[src/rtl/serial32_tx.sv]
`timescale 1ns/1ps
// serial32_tx: 32-bit LSB-first serializer with a 2-entry input buffer, a
// once-per-reset preamble and all-ones fill words when the buffer runs dry.
module serial32_tx #(
  parameter logic [1:0]  PREAMBLE  = 2'b00,
  parameter logic [31:0] IDLE_WORD = 32'hFFFF_FFFF
) (
  input  logic        iClk,
  input  logic        iReset,
  input  logic        iEnable,
  input  logic [31:0] iData,
  input  logic        iValid,
  output logic        oReady,
  output logic        oSerial,
  output logic        oStart,
  output logic        oWordDone,
  output logic        oUnderrun
);

  typedef enum logic [1:0] {
    S_IDLE = 2'd0,
    S_PRE  = 2'd1,
    S_WORD = 2'd2
  } state_t;

  state_t      state;
  logic        preamble_sent;
  logic        pre_idx;
  logic [4:0]  bit_cnt;
  logic [4:0]  next_cnt;
  logic [31:0] shreg;

  logic [31:0] fifo_mem [2];
  logic        wr_ptr;
  logic        rd_ptr;
  logic [1:0]  fifo_count;
  logic        fifo_empty;
  logic        push;
  logic        pop;
  logic        load;
  logic [31:0] load_word;

  // Ready depends only on the registered count, so a full buffer never
  // accepts a word even in a cycle where a load frees an entry.
  assign fifo_empty = (fifo_count == 2'd0);
  assign oReady     = (fifo_count != 2'd2);
  assign push       = iValid && oReady;
  assign pop        = load && !fifo_empty;
  assign load_word  = fifo_empty ? IDLE_WORD : fifo_mem[rd_ptr];
  assign next_cnt   = bit_cnt + 5'd1;

  // A word load happens on the edge that ends the preamble, on enable from
  // IDLE once the preamble is out, and at each word boundary while enabled.
  always_comb begin
    // NOTE: the default assignment first keeps this block free of latches.
    load = 1'b0;
    case (state)
      S_IDLE:  load = iEnable && preamble_sent;
      S_PRE:   load = pre_idx;
      S_WORD:  load = (bit_cnt == 5'd31) && iEnable;
      default: load = 1'b0;
    endcase
  end

  always_ff @(posedge iClk) begin
    if (iReset) begin
      wr_ptr     <= 1'b0;
      rd_ptr     <= 1'b0;
      fifo_count <= 2'd0;
    end else begin
      if (push) wr_ptr <= ~wr_ptr;
      if (pop)  rd_ptr <= ~rd_ptr;
      case ({push, pop})
        2'b10:   fifo_count <= fifo_count + 2'd1;
        2'b01:   fifo_count <= fifo_count - 2'd1;
        default: fifo_count <= fifo_count;
      endcase
    end
  end

  // NOTE: buffer storage has no reset; clearing the pointers and count is
  // what flushes it, and stale entries are never read.
  always_ff @(posedge iClk) begin
    if (push) fifo_mem[wr_ptr] <= iData;
  end

  // Every output is registered: the values set on an edge are the line
  // contents for the following cycle.
  always_ff @(posedge iClk) begin
    // NOTE: non-blocking assignments throughout, so every branch sees the
    // pre-edge values of state, counters and the buffer.
    if (iReset) begin
      state         <= S_IDLE;
      preamble_sent <= 1'b0;
      pre_idx       <= 1'b0;
      bit_cnt       <= 5'd0;
      shreg         <= 32'd0;
      oSerial       <= 1'b0;
      oStart        <= 1'b0;
      oWordDone     <= 1'b0;
      oUnderrun     <= 1'b0;
    end else begin
      oWordDone <= 1'b0;
      oUnderrun <= 1'b0;
      if (load) begin
        state         <= S_WORD;
        preamble_sent <= 1'b1;
        bit_cnt       <= 5'd0;
        shreg         <= load_word;
        oStart        <= 1'b1;
        oSerial       <= load_word[0];
        oUnderrun     <= fifo_empty;
      end else begin
        case (state)
          S_IDLE: begin
            if (iEnable) begin
              state   <= S_PRE;
              pre_idx <= 1'b0;
              oStart  <= 1'b1;
              oSerial <= PREAMBLE[0];
            end
          end
          S_PRE: begin
            pre_idx <= 1'b1;
            oSerial <= PREAMBLE[1];
          end
          S_WORD: begin
            if (bit_cnt == 5'd31) begin
              state   <= S_IDLE;
              oStart  <= 1'b0;
              oSerial <= 1'b0;
            end else begin
              bit_cnt   <= next_cnt;
              oSerial   <= shreg[next_cnt];
              oWordDone <= (bit_cnt == 5'd30);
            end
          end
          default: begin
            state   <= S_IDLE;
            oStart  <= 1'b0;
            oSerial <= 1'b0;
          end
        endcase
      end
    end
  end

endmodule

[config.mk]
export PLATFORM = sky130hd
export DESIGN_NAME = serial32_tx
export DESIGN_NICKNAME = d
export VERILOG_FILES = /design/src/rtl/serial32_tx.sv
export SDC_FILE = /design/constraint.sdc
export NUM_CORES = 1
export LEC_CHECK = 0
export ABC_AREA = 0
export BUFFER_PORTS_ARGS = -buffer_cell sky130_fd_sc_hd__buf_2
export CELL_PAD_IN_SITES_DETAIL_PLACEMENT = 0
export CELL_PAD_IN_SITES_GLOBAL_PLACEMENT = 1
export CORE_MARGIN = 4
export CORE_UTILIZATION = 48
export CTS_BUF_LIST = sky130_fd_sc_hd__clkbuf_16
export DETAILED_ROUTE_END_ITERATION = 16
export GPL_ROUTABILITY_DRIVEN = 0
export PLACE_DENSITY = 0.9
export SYNTH_ARGS = -nofsm -noshare
export SYNTH_HDL_FRONTEND = slang
export SYNTH_SLANG_ARGS = --single-unit
[constraint.sdc]
create_clock -name iClk -period 2.7 [get_ports iClk]
set_clock_uncertainty 0.05 [all_clocks]
set_input_delay 0.27 -clock iClk [delete_from_list [all_inputs] [get_ports iClk]]
set_output_delay 0.27 -clock iClk [all_outputs]
set_load 0.005 [all_outputs]
[Word level (Yosys, flattened, before mapping)]
Memories as Yosys holds them, arrays and structs flattened. A register that Yosys moved wholly into a read port is not among the register bits.
Cells that the tools add are included.
Storage, ports and cells
  register bits: 49
  bits in writable memories: 64
  output and inout port bits: 5
  memories kept: 1
Operators by class
  $add $sub $neg: 3
  $lt $le $gt $ge: 1
  eq/ne operators: 12
  multiplexer cells: 22
  bitwise gates (word level): 6
  reduce and logical (&&, ||, !) cells: 16
Memory list
  fifo_mem: words 2, bits a word 32, rd ports 1, clocked after memory_dff 1, write ports 1, RTL line 33  | logic [31:0] fifo_mem [2];
Operators by type and width (count)
  $mux W32: 1
  $mux W1: 11
  $eq A5 B5 Y1 const B: 2
  $reduce_and A3 Y1: 3
  $ne A2 B2 Y1 const B: 4
  $lt A5 B6 Y1 const B: 1
  $mux W2: 3
  $ne A3 B3 Y1 const B: 2
  $not A1 Y1: 6
  $pmux W1 S3: 2
  $pmux W2 S3: 1
  $add A5 B1 Y5 const B: 1
  $bmux W1 S5: 1
  $eq A2 B1 Y1 const B: 2
  $eq A2 B2 Y1 const B: 2
  $logic_and A1 B1 Y1: 4
  $logic_not A2 Y1: 2
  $pmux W1 S2: 2
  $pmux W2 S2: 1
  $reduce_bool A2 Y1: 2
  $reduce_or A2 Y1: 2
  $reduce_or A4 Y1: 1
  $add A2 B1 Y2 const B: 1
  $reduce_and A2 Y1: 1
  other kinds (2): 2

[Logic depth before layout (Yosys ltp)]
Gate-level depths: netlist of the first run.
  word-level depth: 6
  mapped depth: 10
  depth with buffers taken out: 10

[Worst setup path after synthesis of the first run]
OpenSTA, ideal clock, no wires.
  path kind: register -> register
  start point: reg fifo_count[0]
  end point: mem fifo_mem[0][0], enable pin
  arrival: 2.013 ns
  required time: 2.229 ns
  path slack: 0.216 ns
  cell stages (with the launch flop): 4
  cell sequence: dfxtp_1 nand2b_1 nand2_1 nor2_1
On the way
  word-level cells in the longest chain between the ends: 4
Ends and longest elaborated chain
  start: declaration: RTL line 36  | logic [1:0] fifo_count;
  start signal: assignment: RTL line 74  | 2'b10: fifo_count <= fifo_count + 2'd1;
  start signal: assignment: RTL line 75  | 2'b01: fifo_count <= fifo_count - 2'd1;
  start signal: assignment: RTL line 76  | default: fifo_count <= fifo_count;
  $ne A2 B2 Y1: RTL line 46  | assign oReady = (fifo_count != 2'd2);
  net oReady: RTL line 13  | output logic oReady,
  $logic_and A1 B1 Y1: RTL line 47  | assign push = iValid && oReady;
  $mux W1: RTL line 84  | if (push) fifo_mem[wr_ptr] <= iData;
  $mux W1 (not written as such): RTL line 84
  end: declaration: RTL line 33
The timed path passes the listed nets, and every way through them passes these cells.

[Worst setup path after layout of the first run]
  start point: reg bit_cnt[1]
  end point: reg fifo_count[1]
On the way
  word-level cells in the longest chain between the ends: 6
Ends and longest elaborated chain
  start: declaration: RTL line 29  | logic [4:0] bit_cnt;
  start signal: assignment: RTL line 133  | bit_cnt <= next_cnt;
  $eq A5 B5 Y1 *: RTL line 60  | S_WORD: load = (bit_cnt == 5'd31) && iEnable;
  $logic_and A1 B1 Y1 *: RTL line 60
  $pmux W1 S3 *: RTL line 57  | case (state)
  $logic_and A1 B1 Y1 *: RTL line 48  | assign pop = load && !fifo_empty;
  net pop: RTL line 39  | logic pop;
  $eq A2 B1 Y1 or $eq A2 B2 Y1 (tied branches): RTL line 73  | case ({push, pop})
  $pmux W2 S2 or $reduce_bool A2 Y1 (tied branches)
The timed path passes the listed nets; every way through them passes the cells marked *.
A chain may end at the register's enable or synchronous reset.

==> flow_metrics.env, run 1 <==
export IMPL_internal_power_uw=4501
export IMPL_avgViaCountPerCell=5.517
export IMPL_route_vias_total=2847
export IMPL_post_synth_top_area_fraction=0.4287
export IMPL_via_count_of_the_first_global_routing_pass=2881
export IMPL_num_io_pins=41
export IMPL_p_comb_frac=0.225
export IMPL_grt_antenna_before_repair=0
export IMPL_post_cts_setup_buffer_count=0
export IMPL_drv_cap=0
export IMPL_fp_coreArea_sq_um=9153
export IMPL_net_switching_power_uw=1811
export IMPL_tritoncts="done"
export IMPL_resized_gates_after_cts=0
export IMPL_floorplan_initialDensity=0.4898
export IMPL_fraction_of_layout_cells_with_a_size_suffix_above_1=0.2247
export IMPL_worstHoldPathType="input pin to flip-flop"
export IMPL_drc_errors=0
export IMPL_combined_area_of_the_multi_input_logic_cells_sq_um=1439
export IMPL_finalHoldWorstSlack_ps=12.03
export IMPL_syn_cell_area_sq_um=4483
export IMPL_grt_pass1_wl_mm=14.20
export IMPL_grt_setup_unrepaired="false"
export IMPL_worstPathCellList="ha_1, and3_2, ha_1, a21oi_1, a21o_1, nor2_1, ha_1, or3_1, a21oi_1"
export IMPL_worst_slew_pin_slew_ps=963.6
export IMPL_grt_total_usage=0.1670
export IMPL_yosysMostFrequentCell="sky130_fd_sc_hd__edfxtp_1"
export IMPL_postSynthCellCount=326
export IMPL_power_clock_fraction=0.380
export IMPL_ys_seq_area_frac=0.6520
export IMPL_synth_seq_cells=114
export IMPL_power_per_cell_area_nw_per_um2=1115
export IMPL_top_area_cells_in_the_synthesized_netlist="sky130_fd_sc_hd__edfxtp_1 43%, sky130_fd_sc_hd__dfxtp_1 22%, sky130_fd_sc_hd__mux2i_1 7.4%"
export IMPL_synth_ff_type="sky130_fd_sc_hd__edfxtp_1"
export IMPL_highest_cell_delay_on_the_worst_timing_path_ps=380
export IMPL_avgRoutedWirePerCell_um=16.50
export IMPL_netlist_top_cells_count="64 x sky130_fd_sc_hd__edfxtp_1, 50 x sky130_fd_sc_hd__dfxtp_1, 48 x sky130_fd_sc_hd__nor2_1"
export IMPL_clkLatencyLatePin_ps=410
export IMPL_grt_max_degree=67
export IMPL_place_port_buffers=40
export IMPL_numCtsBuffers=17
export IMPL_finalMaxSlewViolations=0
export IMPL_timing_critical_path_max_delay_family="adder cells"
export IMPL_layout_overhead_on_the_synthesized_area_pct=26.29
export IMPL_cts_sinks=114
export IMPL_n_antenna_cell=0
export IMPL_final_nets=432
export IMPL_cts_clk_slew_worst_paths_ps=50
export IMPL_crit_arrival_ps=2680
export IMPL_slew_limit_headroom=0.3576
export IMPL_synth_edff_count=64
export IMPL_power_switching_fraction=0.2870
export IMPL_fillCellCount=677
export IMPL_chipWidth_um=104.6
export IMPL_share_seq_of_total_power=0.395
export IMPL_timing_critical_path_required_ps=2970
export IMPL_final_setup_tns_ps=0
export IMPL_timing_critical_path_mode_cell="sky130_fd_sc_hd__ha_1"
export IMPL_timing_fmax_ghz=0.4147
export IMPL_critical_path_n_buffers_inverters=0
export IMPL_cts_root_buf="sky130_fd_sc_hd__clkbuf_16"
export IMPL_final_hold_viol_count=0
export IMPL_numPlacedInstances=460
export IMPL_synthesis_nets=366
export IMPL_setup_worst_path_class="flip-flop to flip-flop"
export IMPL_cp_start_kind="flip-flop"
export IMPL_synthesis_yosys_warnings=0
export IMPL_number_of_distinct_library_cells_after_synthesis=36
export IMPL_regArea_sq_um=2924
export IMPL_status="completed"
export IMPL_detailed_placement_wirelength_estimate_mm=4.931
export IMPL_detailedRoute_firstIterationViolations=177
export IMPL_cp_max_fo=6
export IMPL_layout_min_cycle_time_ps=2412
export IMPL_cp_slowest_cell="sky130_fd_sc_hd__or3_1"
export IMPL_std_cell_rows=35
export IMPL_power_ir_vdd_worst_v=0.0005883
export IMPL_die_h_um=104.6
export IMPL_syn_mean_instance_area_sq_um=13.75
export IMPL_total_leakage_power_uw=0.002031
export IMPL_htree_num_levels=4
export IMPL_cp_end_kind="flip-flop"
export IMPL_post_synth_top_area_cell="sky130_fd_sc_hd__edfxtp_1"
export IMPL_bufs_on_longest_clock_path=2
export IMPL_die_area_sq_um=10950
export IMPL_detailedRoute_firstPassIterationCount=4
export IMPL_gr_total_overflow=0
export IMPL_timing_final_crit_share=0.8932
export IMPL_detail_route_wirelength_mm=8.513
export IMPL_report_final_setup_viol=0
export IMPL_route_antenna_remaining_nets=0
export IMPL_fin_cells=516
export IMPL_async_flop_share=0
==> area by class of cell <==
| cell class | count | area share |
|---|---|---|
| Multi-Input combinational cell | 184 | 0.2541 |
| Timing Repair Buffer | 71 | 0.08928 |
| Clock buffer | 17 | 0.07514 |
| Inverter | 4 | 0.002652 |
| Tap cell | 111 | 0.02453 |
| Sequential cell | 114 | 0.5165 |
| Clock inverter | 15 | 0.03779 |
==> power groups by stage <==
stage | Clock [uW] | Combinational [uW] | Sequential, uW
2_1_floorplan | 0 | 1090 | 2440
3_3_place_gp | 0 | 1340 | 2500
3_5_place_dp | 0 | 1390 | 2520
4_1_cts | 2430 | 1440 | 2490
5_1_grt | 2510 | 1580 | 2540
6_report | 2400 | 1420 | 2490
==> kinds of logic (layout without fill, tap and decap cells) <==
logic type,after synthesis,in the layout,share of synthesized area
AO/OA/AOI/OAI,52,52,0.08903
XOR/XNOR,8,8,0.01731
adder cells (fa/ha/maj),4,4,0.01116
buffers and inverters,28,107,0.03014
flip-flops,114,114,0.6520
multiplexers,43,43,0.1222
AND/OR/NAND/NOR,77,77,0.07815
==> what timing repair did <==
action / CTS / global route
endpoints found under the hold margin: 45 / 2
endpoints found under the setup margin: 0 / 0
hold buffers: 23 / 1
==> state kept, by name, indices dropped and copies added (netlist names), 2 cells and up, named ones only <==
name        cells
bit_cnt         5
fifo_count      2
fifo_mem       64
shreg          32
state           2
==> worst register-to-register path: cells and delay by family, from the launching register on <==
family                     cells  cell delay (ps)
and+or+nand+nor                3              670
AOI/OAI and AO/OA              3              510
adders and majority gates      3              760
DFF                            1              340
==> path summary, 6_finish.rpt <==
path	start	to	slack [ps]	cells past startpoint
min reg2reg	shreg[13]	shreg[13]	440	2
max	bit_cnt[1]	fifo_count[1]	290	9
min	iData[27]	fifo_mem[1][27]	10	1
max reg2reg	bit_cnt[1]	fifo_count[1]	290	9
==> metal layers <==
metal	wire [um]	share of wire	GRT usage
met1	3488	0.41	0.1849
met2	4584	0.54	0.2994
met3	321	0.038	0.04632
met4	118	0.014	0.07310
met5	0	0	0
==> cells in the final DEF (no fill, tap or decap), drive strengths merged <==
cell         netlist  layout
dfxtp             50      50
bufinv             0       5
or4b               1       1
clkinv             0       4
a311oi            32      32
nand2              3       3
clkinvlp           0       3
or3b               1       1
or2                1       1
ha                 4       4
xor2               3       3
mux4               8       8
nor3               8       8
a21o               1       1
clkbuf            23      17
mux2i             33      33
mux2               2       2
and3               2       2
nand3              3       3
nor2b              2       2
nor4b              1       1
nor4               2       2
nand2b             1       1
xnor2              5       5
nor2              48      48
buf                1      47
nand4              2       2
inv                4       7
o21ai              3       3
a211oi             3       3
a2bb2oi            1       1
dlygate4sd3        0      24
or3                2       2
a22oi              2       2
a21oi             10      10
edfxtp            64      64
==> per-stage QoR <==
| step | setup slack, ps | power (uW) | instance area [sq um] | utilization |
|---|---|---|---|---|
| 2_1_floorplan | 215.8 | 3532 | 4483 | - |
| 3_3_place_gp | 380.6 | 3844 | 4782 | 0.5225 |
| 3_5_place_dp | 318.8 | 3907 | 4782 | 0.5225 |
| 4_1_cts | 276.3 | 6354 | 5652 | 0.6175 |
| 5_1_grt | 85.03 | 6624 | 5662 | 0.6186 |
| 6_report | 288.4 | 6312 | 5662 | 0.6186 |
(Power assumes the default switching activity.)
==> run 2: changes to the inputs <==
--- a/config.mk
+++ b/config.mk
@@ -7,10 +7,10 @@
 export LEC_CHECK = 0
 export ABC_AREA = 0
 export BUFFER_PORTS_ARGS = -buffer_cell sky130_fd_sc_hd__buf_2
-export CELL_PAD_IN_SITES_DETAIL_PLACEMENT = 0
-export CELL_PAD_IN_SITES_GLOBAL_PLACEMENT = 1
+export CELL_PAD_IN_SITES_DETAIL_PLACEMENT = 2
+export CELL_PAD_IN_SITES_GLOBAL_PLACEMENT = 2
 export CORE_MARGIN = 4
-export CORE_UTILIZATION = 48
+export CORE_UTILIZATION = 41
 export CTS_BUF_LIST = sky130_fd_sc_hd__clkbuf_16
 export DETAILED_ROUTE_END_ITERATION = 16
 export GPL_ROUTABILITY_DRIVEN = 0
==> run 2 against run 1 <==
Core utilization shrank 7.6 points. Sequential share of layout area decreased by 0.40 points. Final area increased by 0.77%. Total power is 4.7% higher. Non-clock buffer count rose by 2. Combinational power grew 13%. Final cell count is 5.4% higher. Via count increased by 7.2%. Sequential power increased by 3%. Count of clock-buffer cells in the layout is the same. Worst hold slack improved by 2.1 ps. Global-route usage is 5.4 points higher. Critical endpoint is now oSerial. Largest power group unchanged. Highest routed layer unchanged.
==> flow_metrics.env, run 2 (synthesis gave the netlist of run 1 again) <==
export IMPL_htree_num_levels=4
export IMPL_bufs_on_longest_clock_path=2
export IMPL_finalPower_uw=6608
export IMPL_cp_slowest_cell="sky130_fd_sc_hd__or4b_1"
export IMPL_power_per_cell_area_nw_per_um2=1158
export IMPL_cp_max_fo=4
export IMPL_cp_start_kind="flip-flop"
export IMPL_max_flop_register="fifo_mem"
export IMPL_highest_cell_delay_on_the_worst_timing_path_ps=520
export IMPL_std_cell_rows=37
export IMPL_grt_pass1_wl_mm=20.91
export IMPL_die_h_um=112.6
export IMPL_fraction_of_layout_cells_with_a_size_suffix_above_1=0.2285
export IMPL_timing_final_crit_share=0.9627
export IMPL_status="completed"
export IMPL_worst_slew_pin_slew_ps=1065
export IMPL_die_area_sq_um=12670
export IMPL_drc_errors=0
export IMPL_final_nets=434
export IMPL_finalHoldWorstSlack_ps=14.15
export IMPL_grt_setup_unrepaired="false"
export IMPL_numCtsBuffers=17
export IMPL_worstPathCellList="ha_1, and3_2, ha_1, or3b_2, nor3_2, or4b_1, nand4_1"
export IMPL_total_leakage_power_uw=0.002040
export IMPL_layout_overhead_on_the_synthesized_area_pct=27.27
export IMPL_slew_limit_headroom=0.2898
export IMPL_gr_total_overflow=0
export IMPL_post_cts_setup_buffer_count=0
export IMPL_route_antenna_remaining_nets=0
export IMPL_num_io_pins=41
export IMPL_cts_clk_slew_worst_paths_ps=60
export IMPL_report_final_setup_viol=0
export IMPL_grt_total_usage=0.2215
export IMPL_detailedRoute_firstIterationViolations=229
export IMPL_setup_worst_path_class="flip-flop to flip-flop"
export IMPL_floorplan_initialDensity=0.4266
export IMPL_tritoncts="done"
export IMPL_layout_min_cycle_time_ps=2599
export IMPL_largest_register_ffs=64
export IMPL_final_common_cell="sky130_fd_sc_hd__edfxtp_1"
export IMPL_via_count_of_the_first_global_routing_pass=3489
export IMPL_crit_arrival_ps=2890
export IMPL_final_hold_viol_count=0
export IMPL_timing_critical_path_mode_cell="sky130_fd_sc_hd__ha_1"
export IMPL_final_setup_tns_ps=0
export IMPL_cts_sinks=114
export IMPL_cts_root_buf="sky130_fd_sc_hd__clkbuf_16"
export IMPL_reg_top3="fifo_mem: 64 flops, shreg: 32 flops, bit_cnt: 5 flops"
export IMPL_drv_cap=0
export IMPL_detailedRoute_firstPassIterationCount=4
export IMPL_route_vias_total=3053
export IMPL_fp_coreArea_sq_um=10510
export IMPL_detailed_placement_wirelength_estimate_mm=6.988
export IMPL_cp_end_kind="flip-flop"
export IMPL_fin_cells=544
export IMPL_detail_route_wirelength_mm=13.55
export IMPL_timing_fmax_ghz=0.3847
export IMPL_grt_max_degree=54
export IMPL_numPlacedInstances=486
export IMPL_timing_critical_path_required_ps=2990
export IMPL_layout_common_cells="64 x sky130_fd_sc_hd__edfxtp_1, 49 x sky130_fd_sc_hd__dfxtp_1, 47 x sky130_fd_sc_hd__nor2_1, 40 x sky130_fd_sc_hd__buf_2, 33 x sky130_fd_sc_hd__mux2i_1"
export IMPL_grt_antenna_before_repair=1
export IMPL_worstHoldPathType="input pin to flip-flop"
export IMPL_fillCellCount=924
export IMPL_power_ir_vdd_worst_v=0.0005208
export IMPL_clkLatencyLatePin_ps=420
export IMPL_final_util=0.5429
export IMPL_avgViaCountPerCell=5.612
export IMPL_chipWidth_um=112.6
export IMPL_finalMaxSlewViolations=0
export IMPL_avgRoutedWirePerCell_um=24.90
export IMPL_place_port_buffers=40
-- run 2: where the power goes --
part           leakage [uW]  switching (uW)  internal [uW]
Clock              0.000310             884           1560
Combinational      0.000720            1010            597
Sequential          0.00101             288           2280
-- run 2: layer usage --
| layer | global-route usage | part of all wire |
|---|---|---|
| met1 | 0.2555 | 0.41 |
| met4 | 0.08894 | 0.016 |
| met3 | 0.05067 | 0.030 |
| met5 | 0 | 0 |
| met2 | 0.3953 | 0.54 |
-- run 2: worst max-delay path: cells and delay by family, from the launching register on --
kind | cells | cell delay (ps)
adder cells (fa/ha/maj) | 2 | 470
flip-flops | 1 | 360
AND/OR/NAND/NOR | 5 | 1640
-- run 2: worst paths after layout --
path / startpoint / to / slack [ps] / depth (start not counted)
setup reg to reg: bit_cnt[1] / oSerial / 100 / 7
hold / removal: iData[24] / fifo_mem[0][24] / 10 / 1
hold reg to reg: shreg[4] / shreg[4] / 460 / 2
setup / recovery: bit_cnt[1] / oSerial / 100 / 7
-- run 2: cell type report --
class | instances | area [sq um] | share of cell area
multi-input combinational | 184 | 1444 | 0.2531
sequential | 114 | 2924 | 0.5125
clock buffer | 17 | 425.4 | 0.07456
clock inverter | 15 | 206.4 | 0.03618
timing repair buffer | 73 | 518.0 | 0.09079
tap | 136 | 170.2 | 0.02982
antenna | 1 | 2.502 | 0.0004386
inverter | 4 | 15.01 | 0.002632
-- run 2: what timing repair did --
item                                    4_1_cts  5_1_grt
endpoints found under the setup margin        0        3
gates resized for setup                       0        3
hold buffers                                 24        1
hold endpoints to repair                     47        2
-- run 2: per-stage QoR --
stage	setup slack, ps	instance area, sq um
2_1_floorplan	215.8	4483
3_3_place_gp	377.5	4808
3_5_place_dp	212.1	4808
4_1_cts	112.4	5680
5_1_grt	7.104	5705
6_report	100.7	5705
